### src/rtl/mem_pkg.sv
// Shared definitions for the mem_req CPU-to-memory request bridge:
// bus widths, read/write flag encoding and FSM state encodings.
package mem_pkg;

  localparam int unsigned ADDR_W = 16;
  localparam int unsigned DATA_W = 8;

  // 6502 convention: rw high means read
  localparam logic RW_READ  = 1'b1;
  localparam logic RW_WRITE = 1'b0;

  // Bridge FSM state enumeration (fixed legacy encodings)
  typedef logic [1:0] state_t;
  localparam state_t ST_IDLE    = 2'd0;
  localparam state_t ST_REQ     = 2'd1;
  localparam state_t ST_RD_WAIT = 2'd2;
  localparam state_t ST_ERROR   = 2'd3;

endpackage

### src/rtl/mem_req_if.sv
// CPU-side bus cycle and memory-controller request signals of mem_req.
// slave  : the bridge's view (accepts CPU cycles, issues memory requests)
// master : the surrounding system's view (CPU plus memory controller)
interface mem_req_if;
  import mem_pkg::*;

  logic              cpu_valid;
  logic              cpu_rw;
  logic [ADDR_W-1:0] cpu_addr;
  logic [DATA_W-1:0] cpu_wdata;
  logic              cpu_rdy;
  logic [DATA_W-1:0] cpu_rdata;
  logic              cpu_rdata_valid;

  logic [ADDR_W-1:0] mem_addr;
  logic [DATA_W-1:0] mem_wdata;
  logic              mem_read_en;
  logic              mem_write_en;
  logic              mem_busy;
  logic [DATA_W-1:0] mem_rdata;
  logic              mem_rdata_valid;

  logic              bus_err;

  modport slave (
    input  cpu_valid, cpu_rw, cpu_addr, cpu_wdata,
    input  mem_busy, mem_rdata, mem_rdata_valid,
    output cpu_rdy, cpu_rdata, cpu_rdata_valid,
    output mem_addr, mem_wdata, mem_read_en, mem_write_en,
    output bus_err
  );

  modport master (
    output cpu_valid, cpu_rw, cpu_addr, cpu_wdata,
    output mem_busy, mem_rdata, mem_rdata_valid,
    input  cpu_rdy, cpu_rdata, cpu_rdata_valid,
    input  mem_addr, mem_wdata, mem_read_en, mem_write_en,
    input  bus_err
  );

endinterface

### src/rtl/mem_req_timer.sv
// Outstanding-access watchdog for mem_req: counts cycles spent waiting on the
// memory controller and flags expiry once the count reaches TIMEOUT.
module mem_req_timer #(
  parameter int unsigned TIMEOUT = 255
) (
  input  logic clk,
  input  logic reset,
  input  logic start,
  input  logic run,
  output logic expired
);

  localparam logic [7:0] LIMIT = 8'(TIMEOUT);

  logic [7:0] cnt_q, cnt_d;

  // Restart on a new access, otherwise count while waiting; saturate so it never wraps
  always_comb begin
    cnt_d = cnt_q;
    if (start) begin
      cnt_d = '0;
    end else if (run && (cnt_q != '1)) begin
      cnt_d = cnt_q + 8'd1;
    end
  end

  // Counter register
  always_ff @(posedge clk) begin
    if (!reset) begin
      cnt_q <= '0;
    end else begin
      cnt_q <= cnt_d;
    end
  end

  assign expired = run && (cnt_q >= LIMIT);

endmodule

### src/rtl/mem_req.sv
// mem_req: bridges single CPU bus cycles onto a memory controller that may be
// busy (BIST or a prior access). One access outstanding at a time.
// Optional feature: define MEM_REQ_TIMEOUT_EN to build the access watchdog
// (mem_req_timer) and the sticky bus_err / ERROR state; without it waits are
// unbounded and bus_err is tied low.
module mem_req
  import mem_pkg::*;
#(
  parameter int unsigned TIMEOUT = 255
) (
  input  logic       clk,
  input  logic       reset,
  mem_req_if.slave   bus
);

  if ((TIMEOUT < 1) || (TIMEOUT > 255)) begin : g_bad_timeout
    $error("mem_req: TIMEOUT must be in 1..255");
  end

  state_t            state_q, state_d;
  logic              rw_q, rw_d;
  logic [ADDR_W-1:0] addr_q, addr_d;
  logic [DATA_W-1:0] wdata_q, wdata_d;
  logic [DATA_W-1:0] rdata_q, rdata_d;
  logic              rvalid_q, rvalid_d;
  logic              rdy_q, rdy_d;

  logic              xfer;
  logic              accept;
  logic              expired;

  // rdy_q is high exactly in IDLE, so it doubles as the transfer qualifier
  assign xfer   = bus.cpu_valid && rdy_q;
  assign accept = (state_q == ST_REQ) && !bus.mem_busy;

  // Next-state and datapath capture
  always_comb begin
    state_d  = state_q;
    rw_d     = rw_q;
    addr_d   = addr_q;
    wdata_d  = wdata_q;
    rdata_d  = rdata_q;
    rvalid_d = 1'b0;
    case (state_q)
      ST_IDLE: begin
        if (xfer) begin
          rw_d    = bus.cpu_rw;
          addr_d  = bus.cpu_addr;
          wdata_d = bus.cpu_wdata;
          state_d = ST_REQ;
        end
      end
      ST_REQ: begin
        // an accepted request takes priority over a watchdog expiry
        if (accept) begin
          state_d = (rw_q == RW_READ) ? ST_RD_WAIT : ST_IDLE;
        end else if (expired) begin
          state_d = ST_ERROR;
        end
      end
      ST_RD_WAIT: begin
        // completion in the expiry cycle still completes normally
        if (bus.mem_rdata_valid) begin
          rdata_d  = bus.mem_rdata;
          rvalid_d = 1'b1;
          state_d  = ST_IDLE;
        end else if (expired) begin
          state_d = ST_ERROR;
        end
      end
      ST_ERROR: begin
        state_d = ST_ERROR;
      end
      default: begin
        state_d = ST_IDLE;
      end
    endcase
    rdy_d = (state_d == ST_IDLE);
  end

  // State and output registers
  always_ff @(posedge clk) begin
    if (!reset) begin
      state_q  <= ST_IDLE;
      rw_q     <= RW_READ;
      addr_q   <= '0;
      wdata_q  <= '0;
      rdata_q  <= '0;
      rvalid_q <= 1'b0;
      rdy_q    <= 1'b1;
    end else begin
      state_q  <= state_d;
      rw_q     <= rw_d;
      addr_q   <= addr_d;
      wdata_q  <= wdata_d;
      rdata_q  <= rdata_d;
      rvalid_q <= rvalid_d;
      rdy_q    <= rdy_d;
    end
  end

`ifdef MEM_REQ_TIMEOUT_EN
  logic run;
  logic err_q, err_d;

  assign run = (state_q == ST_REQ) || (state_q == ST_RD_WAIT);

  mem_req_timer #(
    .TIMEOUT (TIMEOUT)
  ) u_timer (
    .clk     (clk),
    .reset   (reset),
    .start   (xfer),
    .run     (run),
    .expired (expired)
  );

  // Sticky error flag mirrors entry into ERROR
  always_comb begin
    err_d = (state_d == ST_ERROR);
  end

  // Error flag register
  always_ff @(posedge clk) begin
    if (!reset) begin
      err_q <= 1'b0;
    end else begin
      err_q <= err_d;
    end
  end

  assign bus.bus_err = err_q;
`else
  assign expired     = 1'b0;
  assign bus.bus_err = 1'b0;
`endif

  assign bus.cpu_rdy         = rdy_q;
  assign bus.cpu_rdata       = rdata_q;
  assign bus.cpu_rdata_valid = rvalid_q;
  assign bus.mem_addr        = addr_q;
  assign bus.mem_wdata       = wdata_q;
  assign bus.mem_read_en     = accept && (rw_q == RW_READ);
  assign bus.mem_write_en    = accept && (rw_q == RW_WRITE);

endmodule

### src/flat_wrapper.sv
// flat-port wrapper written by rule: the top's interface ports become plain ports
module mem_req_flat import mem_pkg::*;
#(
  parameter int unsigned TIMEOUT = 255
)
  (clk, reset, bus_cpu_valid, bus_cpu_rw, bus_cpu_addr, bus_cpu_wdata, bus_mem_busy, bus_mem_rdata, bus_mem_rdata_valid, bus_cpu_rdy, bus_cpu_rdata, bus_cpu_rdata_valid, bus_mem_addr, bus_mem_wdata, bus_mem_read_en, bus_mem_write_en, bus_bus_err);
  mem_req_if bus_i ();
  input  logic clk;
  input  logic reset;
  input wire logic [$bits(bus_i.cpu_valid)-1:0] bus_cpu_valid;
  input wire logic [$bits(bus_i.cpu_rw)-1:0] bus_cpu_rw;
  input wire logic [$bits(bus_i.cpu_addr)-1:0] bus_cpu_addr;
  input wire logic [$bits(bus_i.cpu_wdata)-1:0] bus_cpu_wdata;
  input wire logic [$bits(bus_i.mem_busy)-1:0] bus_mem_busy;
  input wire logic [$bits(bus_i.mem_rdata)-1:0] bus_mem_rdata;
  input wire logic [$bits(bus_i.mem_rdata_valid)-1:0] bus_mem_rdata_valid;
  output wire logic [$bits(bus_i.cpu_rdy)-1:0] bus_cpu_rdy;
  output wire logic [$bits(bus_i.cpu_rdata)-1:0] bus_cpu_rdata;
  output wire logic [$bits(bus_i.cpu_rdata_valid)-1:0] bus_cpu_rdata_valid;
  output wire logic [$bits(bus_i.mem_addr)-1:0] bus_mem_addr;
  output wire logic [$bits(bus_i.mem_wdata)-1:0] bus_mem_wdata;
  output wire logic [$bits(bus_i.mem_read_en)-1:0] bus_mem_read_en;
  output wire logic [$bits(bus_i.mem_write_en)-1:0] bus_mem_write_en;
  output wire logic [$bits(bus_i.bus_err)-1:0] bus_bus_err;
  assign bus_i.cpu_valid = bus_cpu_valid;
  assign bus_i.cpu_rw = bus_cpu_rw;
  assign bus_i.cpu_addr = bus_cpu_addr;
  assign bus_i.cpu_wdata = bus_cpu_wdata;
  assign bus_i.mem_busy = bus_mem_busy;
  assign bus_i.mem_rdata = bus_mem_rdata;
  assign bus_i.mem_rdata_valid = bus_mem_rdata_valid;
  assign bus_cpu_rdy = bus_i.cpu_rdy;
  assign bus_cpu_rdata = bus_i.cpu_rdata;
  assign bus_cpu_rdata_valid = bus_i.cpu_rdata_valid;
  assign bus_mem_addr = bus_i.mem_addr;
  assign bus_mem_wdata = bus_i.mem_wdata;
  assign bus_mem_read_en = bus_i.mem_read_en;
  assign bus_mem_write_en = bus_i.mem_write_en;
  assign bus_bus_err = bus_i.bus_err;
  mem_req #(.TIMEOUT(TIMEOUT)) u_core (.clk(clk), .reset(reset), .bus(bus_i));
endmodule
### config.mk
export PLATFORM = sky130hd
export DESIGN_NAME = mem_req_flat
export DESIGN_NICKNAME = d
export VERILOG_FILES = /design/src/rtl/mem_pkg.sv /design/src/rtl/mem_req_if.sv /design/src/rtl/mem_req_timer.sv /design/src/rtl/mem_req.sv /design/src/flat_wrapper.sv
export SDC_FILE = /design/constraint.sdc
export NUM_CORES = 1
export LEC_CHECK = 0
export ABC_AREA = 1
export CELL_PAD_IN_SITES_DETAIL_PLACEMENT = 1
export CELL_PAD_IN_SITES_GLOBAL_PLACEMENT = 2
export CORE_MARGIN = 2
export CORE_UTILIZATION = 21
export DETAILED_ROUTE_END_ITERATION = 12
export GPL_ROUTABILITY_DRIVEN = 1
export PLACE_DENSITY_LB_ADDON = 0.1
export SLEW_MARGIN = 20
export SYNTH_ARGS = -nofsm -noshare
export SYNTH_HDL_FRONTEND = slang
export SYNTH_HIERARCHICAL = 1
export SYNTH_SLANG_ARGS = --single-unit
### constraint.sdc
create_clock -name clk -period 1.58 [get_ports clk]
set_input_delay 0.237 -clock clk [delete_from_list [all_inputs] [get_ports clk]]
set_output_delay 0.237 -clock clk [all_outputs]
set_load 0.005 [all_outputs]
======== After elaboration in Yosys (flattened, before gate mapping) ========
Index checks and enable logic that the tools add are counted.
word-level totals
  register bits after elaboration ......... 37
  input bits .............................. 38
  output and inout bits ................... 37
  word-level logic and storage cells ...... 27
cells by class
  equal/unequal tests ..................... 3
  mux-type cells .......................... 6
  bitwise logic cells ..................... 1
  reduce and logical (&&, ||, !) cells .... 10
operators with widths
  cell                                            number
  2-to-1 mux 2 bit                                4
  one-hot mux 2 bit (4 select lines)              1
  AND reduction 2 bit                             3
  == test 2 bit (second input constant)           2
  logical AND 1 bit                               4
  zero test 2 bit                                 2
  == test 2 x 1 -> 1 bit (second input constant)  1
  zero test 1 bit                                 1
  2-to-1 mux 1 bit                                1
  inverter 1 bit                                  1

======== Longest topological paths before layout ========
  word-level depth ........................ 5
  depth in mapped cells ................... 7
  depth with buffers taken out ............ 6

======== Least setup slack after synthesis ========
No wires, ideal clock.
  path type ............................... register to output
  from .................................... reg u_core.state_q[0]
  to ...................................... out bus_mem_write_en
  arrival time ............................ 0.844 ns
  required time ........................... 1.343 ns
  slack ................................... 0.499 ns
  stages on the path, launching flop included .. 4
  path buffers ............................ 1
  cell sequence ........................... dfxtp_1 -> inv_1 -> buf_2 -> nor4_1
on the way
  word-level cells in the longest chain between the ends .. 3
RTL lines
  element                   RTL line            text
  start: declaration        mem_req.sv:20       state_t state_q, state_d;
  start signal: assignment  mem_req.sv:92       state_q <= state_d;
  == test 2 x 1 -> 1 bit    mem_req.sv:34       assign accept = (state_q == ST_REQ) && !bus.mem_busy;
  logical AND 1 bit         mem_req.sv:34
  logical AND 1 bit         mem_req.sv:144      assign bus.mem_write_en = accept && (rw_q == RW_WRITE);
  end: declaration          flat_wrapper.sv:23  output wire logic [$bits(bus_i.mem_write_en)-1:0] bus_mem_write_en;
Every way passes these cells.

======== Final worst setup path ========
  from .................................... reg u_core.rdy_q (netlist: u_core/bus.cpu_rdy)
  to ...................................... out bus_cpu_rdy
RTL lines
  element                   RTL line            text
  start: declaration        mem_req.sv:26       logic rdy_q, rdy_d;
  start signal: assignment  mem_req.sv:98       rdy_q <= rdy_d;
  end: declaration          flat_wrapper.sv:17  output wire logic [$bits(bus_i.cpu_rdy)-1:0] bus_cpu_rdy;
No word-level cell between the ends.

==> impl_results.md <==
* Achievable Freq at 0.7177 GHz
* Iteration count of the initial detailed-routing pass at 2
* # diodes at 0
* Post-synthesis average cell area at around 8.0 um2
* Sequential share of power at 46.1%
* First-iteration detailed-routing DRC count at 19
* Antenna violation net count after detailed routing at 0
* Worst-path clk slew at ~0.080 ns
* GRT overflow at 0
* Leading cell type in the layout, fill and taps excluded: clkdlybuf4s50_1
* GPL Wtd Cong at 0.6776
* Arrival time at the worst endpoint at ~1.2 ns
* Req. time, crit path at 1.34 ns
* Final net count at about 290
* Min Tclk post-route at 1.393 ns
* Critical path's top delay family: buffers and inverters
* Worst setup SP type: flop
* Crit-path max cell delay at 0.51 ns
* Skew final at approximately 0.010 ns
* PnR worst setup slack at 0.1866 ns
* Core Rows at 29
* CTS sink count at 37
* CTS root buf: clkbuf_8
* Max FO, Critical Path at 2
* CTS tree: built
* Vias in the first global route at 1,410
* Netlist Area Pre-Place at about 0.0014 mm2
* Cells after Synth at 169
* Maxcap violations at 0
* Placed wire-length estimate at 2915 um
* Status: finished clean
* Total GRT Usage at 12.49%
* Cell chain of the critical path: clkdlybuf4s50_1
* Power Dens Cells at 1011 mW/mm2
* DRC violations left at 0
* H-tree levels at 2
* Power share of the clock group at between 30% and 40%
* Yosys cell types at 18
* Min-Delay Path Class: flop to flop
* CTS Buf Count at 5
* Final WL at 4165 um
* Synthesized flop and latch total at 37
* I/O Buffers at 73
* Worst Setup Path Type: flop to output pin
* Total power at 2.311 mW
* RSZ-0062 raised after global routing: false
* Comb pwr share at between 20% and 30%
* Slew Limit Fails at 0
* Final setup viols at 0
* Final Hold Fails at 0
* DIE HEIGHT at 84.18 um
* IO Pins at 75
* Switching share of power at 25.88%
* Starting Density at between 20 and 25%
* Worst IR Drop VDD at 0.3426 mV
* Sw power at 0.5982 mW
* YS warnings at 6
* Crit path buf inv count at 1
* Pre-CTS setup slack at -0.08572 ns
* Crit share post-route at 88.19%
* Via Count at 1,387
* Internal power at 1.713 mW
* First-pass GRT wire length at roughly 7000 um
* Skew-Pair Late Insertion Delay at 0.29 ns
* Share of cells above drive strength 1 at 9.639%
* Critical Path Slowest Stage Cell: clkdlybuf4s50_1
* Core Region at 0.006277 mm2
* Area grow syn2layout at 69.32%
* Post-Synthesis Net Count at 207
* Largest net degree at the start of global routing at 26
* Sequential-to-total area share from yosys stat at between 50% and 60%
* Initial antenna violation count at 0
* # fillers at around 770
* Wire length per cell at 12.78 um
* Clk buf depth at 2
* DIE AREA at 0.007086 mm2
* DR vias/cell at ~4.3
* Die Span X at 84.18 um
* Most frequent cells in the layout: clkdlybuf4s50_1 (70), nor2_1 (50), dfxtp_1 (35)
* Critical Path End Type: output pin
* LEAKAGE at 0.8963 nW
registers in the layout (all words and copies together) (netlist names):
signal,count
u_core/bus.cpu_rdata_valid,1
u_core/bus.mem_addr,16
u_core/rw_q,1
u_core/bus.cpu_rdy,1
u_core/state_q,2
u_core/bus.mem_wdata,8
u_core/bus.cpu_rdata,8
synth_stat cells (all sizes together):
library cell  number  share of area, %
nor4               1              0.46
conb               1              0.28
nand3              3               1.5
dfxtp             37                55
nor2              51                14
nand2             16               5.0
clkbuf             3              0.83
inv                5               1.6
buf                8               4.1
o21ai             26               9.6
a21oi             10               3.7
nand4              8               3.7
kinds of logic (layout without fill, tap and decap cells):
kind of cell           after synthesis  after routing  share of synthesized area, %
and+or+nand+nor                     79             79                         25.02
DFF                                 37             37                         54.87
AOI/OAI and AO/OA                   36             36                         13.35
buffers and inverters               16             96                         6.487
other                                1              1                        0.2778
repair_timing:
action	in CTS	in global routing
endpoints found under the setup margin	2	0
resized for setup	5	0
setup buffers	1	0
hold buffers	0	0
worst register-to-register path, delay by kind of cell, from the launching register on:
family                 cells  cell delay, ns
flip-flops                 1            0.34
AND/OR/NAND/NOR            3            0.30
buffers and inverters      2            0.35
AO/OA/AOI/OAI              1            0.19
stage by stage:
stage	cell area, um2	hold WS [ns]	cells	util (%)	TNS [ns]
2_1_floorplan	1350	0.3502	169	-	0
3_3_place_gp	2178	0.4542	317	34.70	-0.1079
3_5_place_dp	2178	0.4554	317	34.70	-0.1255
4_1_cts	2286	0.4596	326	36.42	0
5_1_grt	2286	0.4867	326	36.42	0
6_report	2286	0.4633	326	36.42	0
power by group through the flow:
| stage | clock network, mW | registers, mW | logic (mW) |
|---|---|---|---|
| 5_1_grt | 0.802 | 1.08 | 0.575 |
| 6_report | 0.731 | 1.06 | 0.515 |
| 3_3_place_gp | 0 | 1.08 | 0.525 |
| 2_1_floorplan | 0 | 1.09 | 0.201 |
| 4_1_cts | 0.770 | 1.07 | 0.529 |
| 3_5_place_dp | 0 | 1.09 | 0.526 |
metal layers:
| layer | routed length (um) | share of wire [%] | GRT usage, % | vias up |
|---|---|---|---|---|
| li1 | - | - | - | 707 |
| met4 | 82 | 2.0 | 6.158 | 0 |
| met2 | 1837 | 44 | 18.61 | 41 |
| met3 | 229 | 5.5 | 3.048 | 8 |
| met5 | 0 | 0 | 0 | - |
| met1 | 2016 | 48 | 16.87 | 631 |
final cells by class:
class,instances,area (um2),area share (%)
clock buffers,7,96.34,4.215
clock inverters,1,5.005,0.2189
inverters,5,21.27,0.9305
multi-input cells,116,521.8,22.82
flip-flops and latches,37,743.2,32.51
well taps,77,96.34,4.215
repair buffers,83,802.0,35.08
worst paths after layout:
check | startpoint | endpoint | slack (ns) | cells after the start
min | u_core/bus.cpu_rdata[0]$_SDFFE_PN0P_ | u_core/bus.cpu_rdata[0]$_SDFFE_PN0P_ | 0.46 | 2
max reg2reg | u_core/state_q[1]$_SDFF_PN0_ | u_core/bus.mem_addr[1]$_SDFFE_PN0P_ | 0.29 | 6
max | u_core/bus.cpu_rdy$_SDFF_PN1_ | bus_cpu_rdy | 0.19 | 1
min reg2reg | u_core/bus.cpu_rdata[0]$_SDFFE_PN0P_ | u_core/bus.cpu_rdata[0]$_SDFFE_PN0P_ | 0.46 | 2
Note: power is estimated with default switching activity, not from simulation.
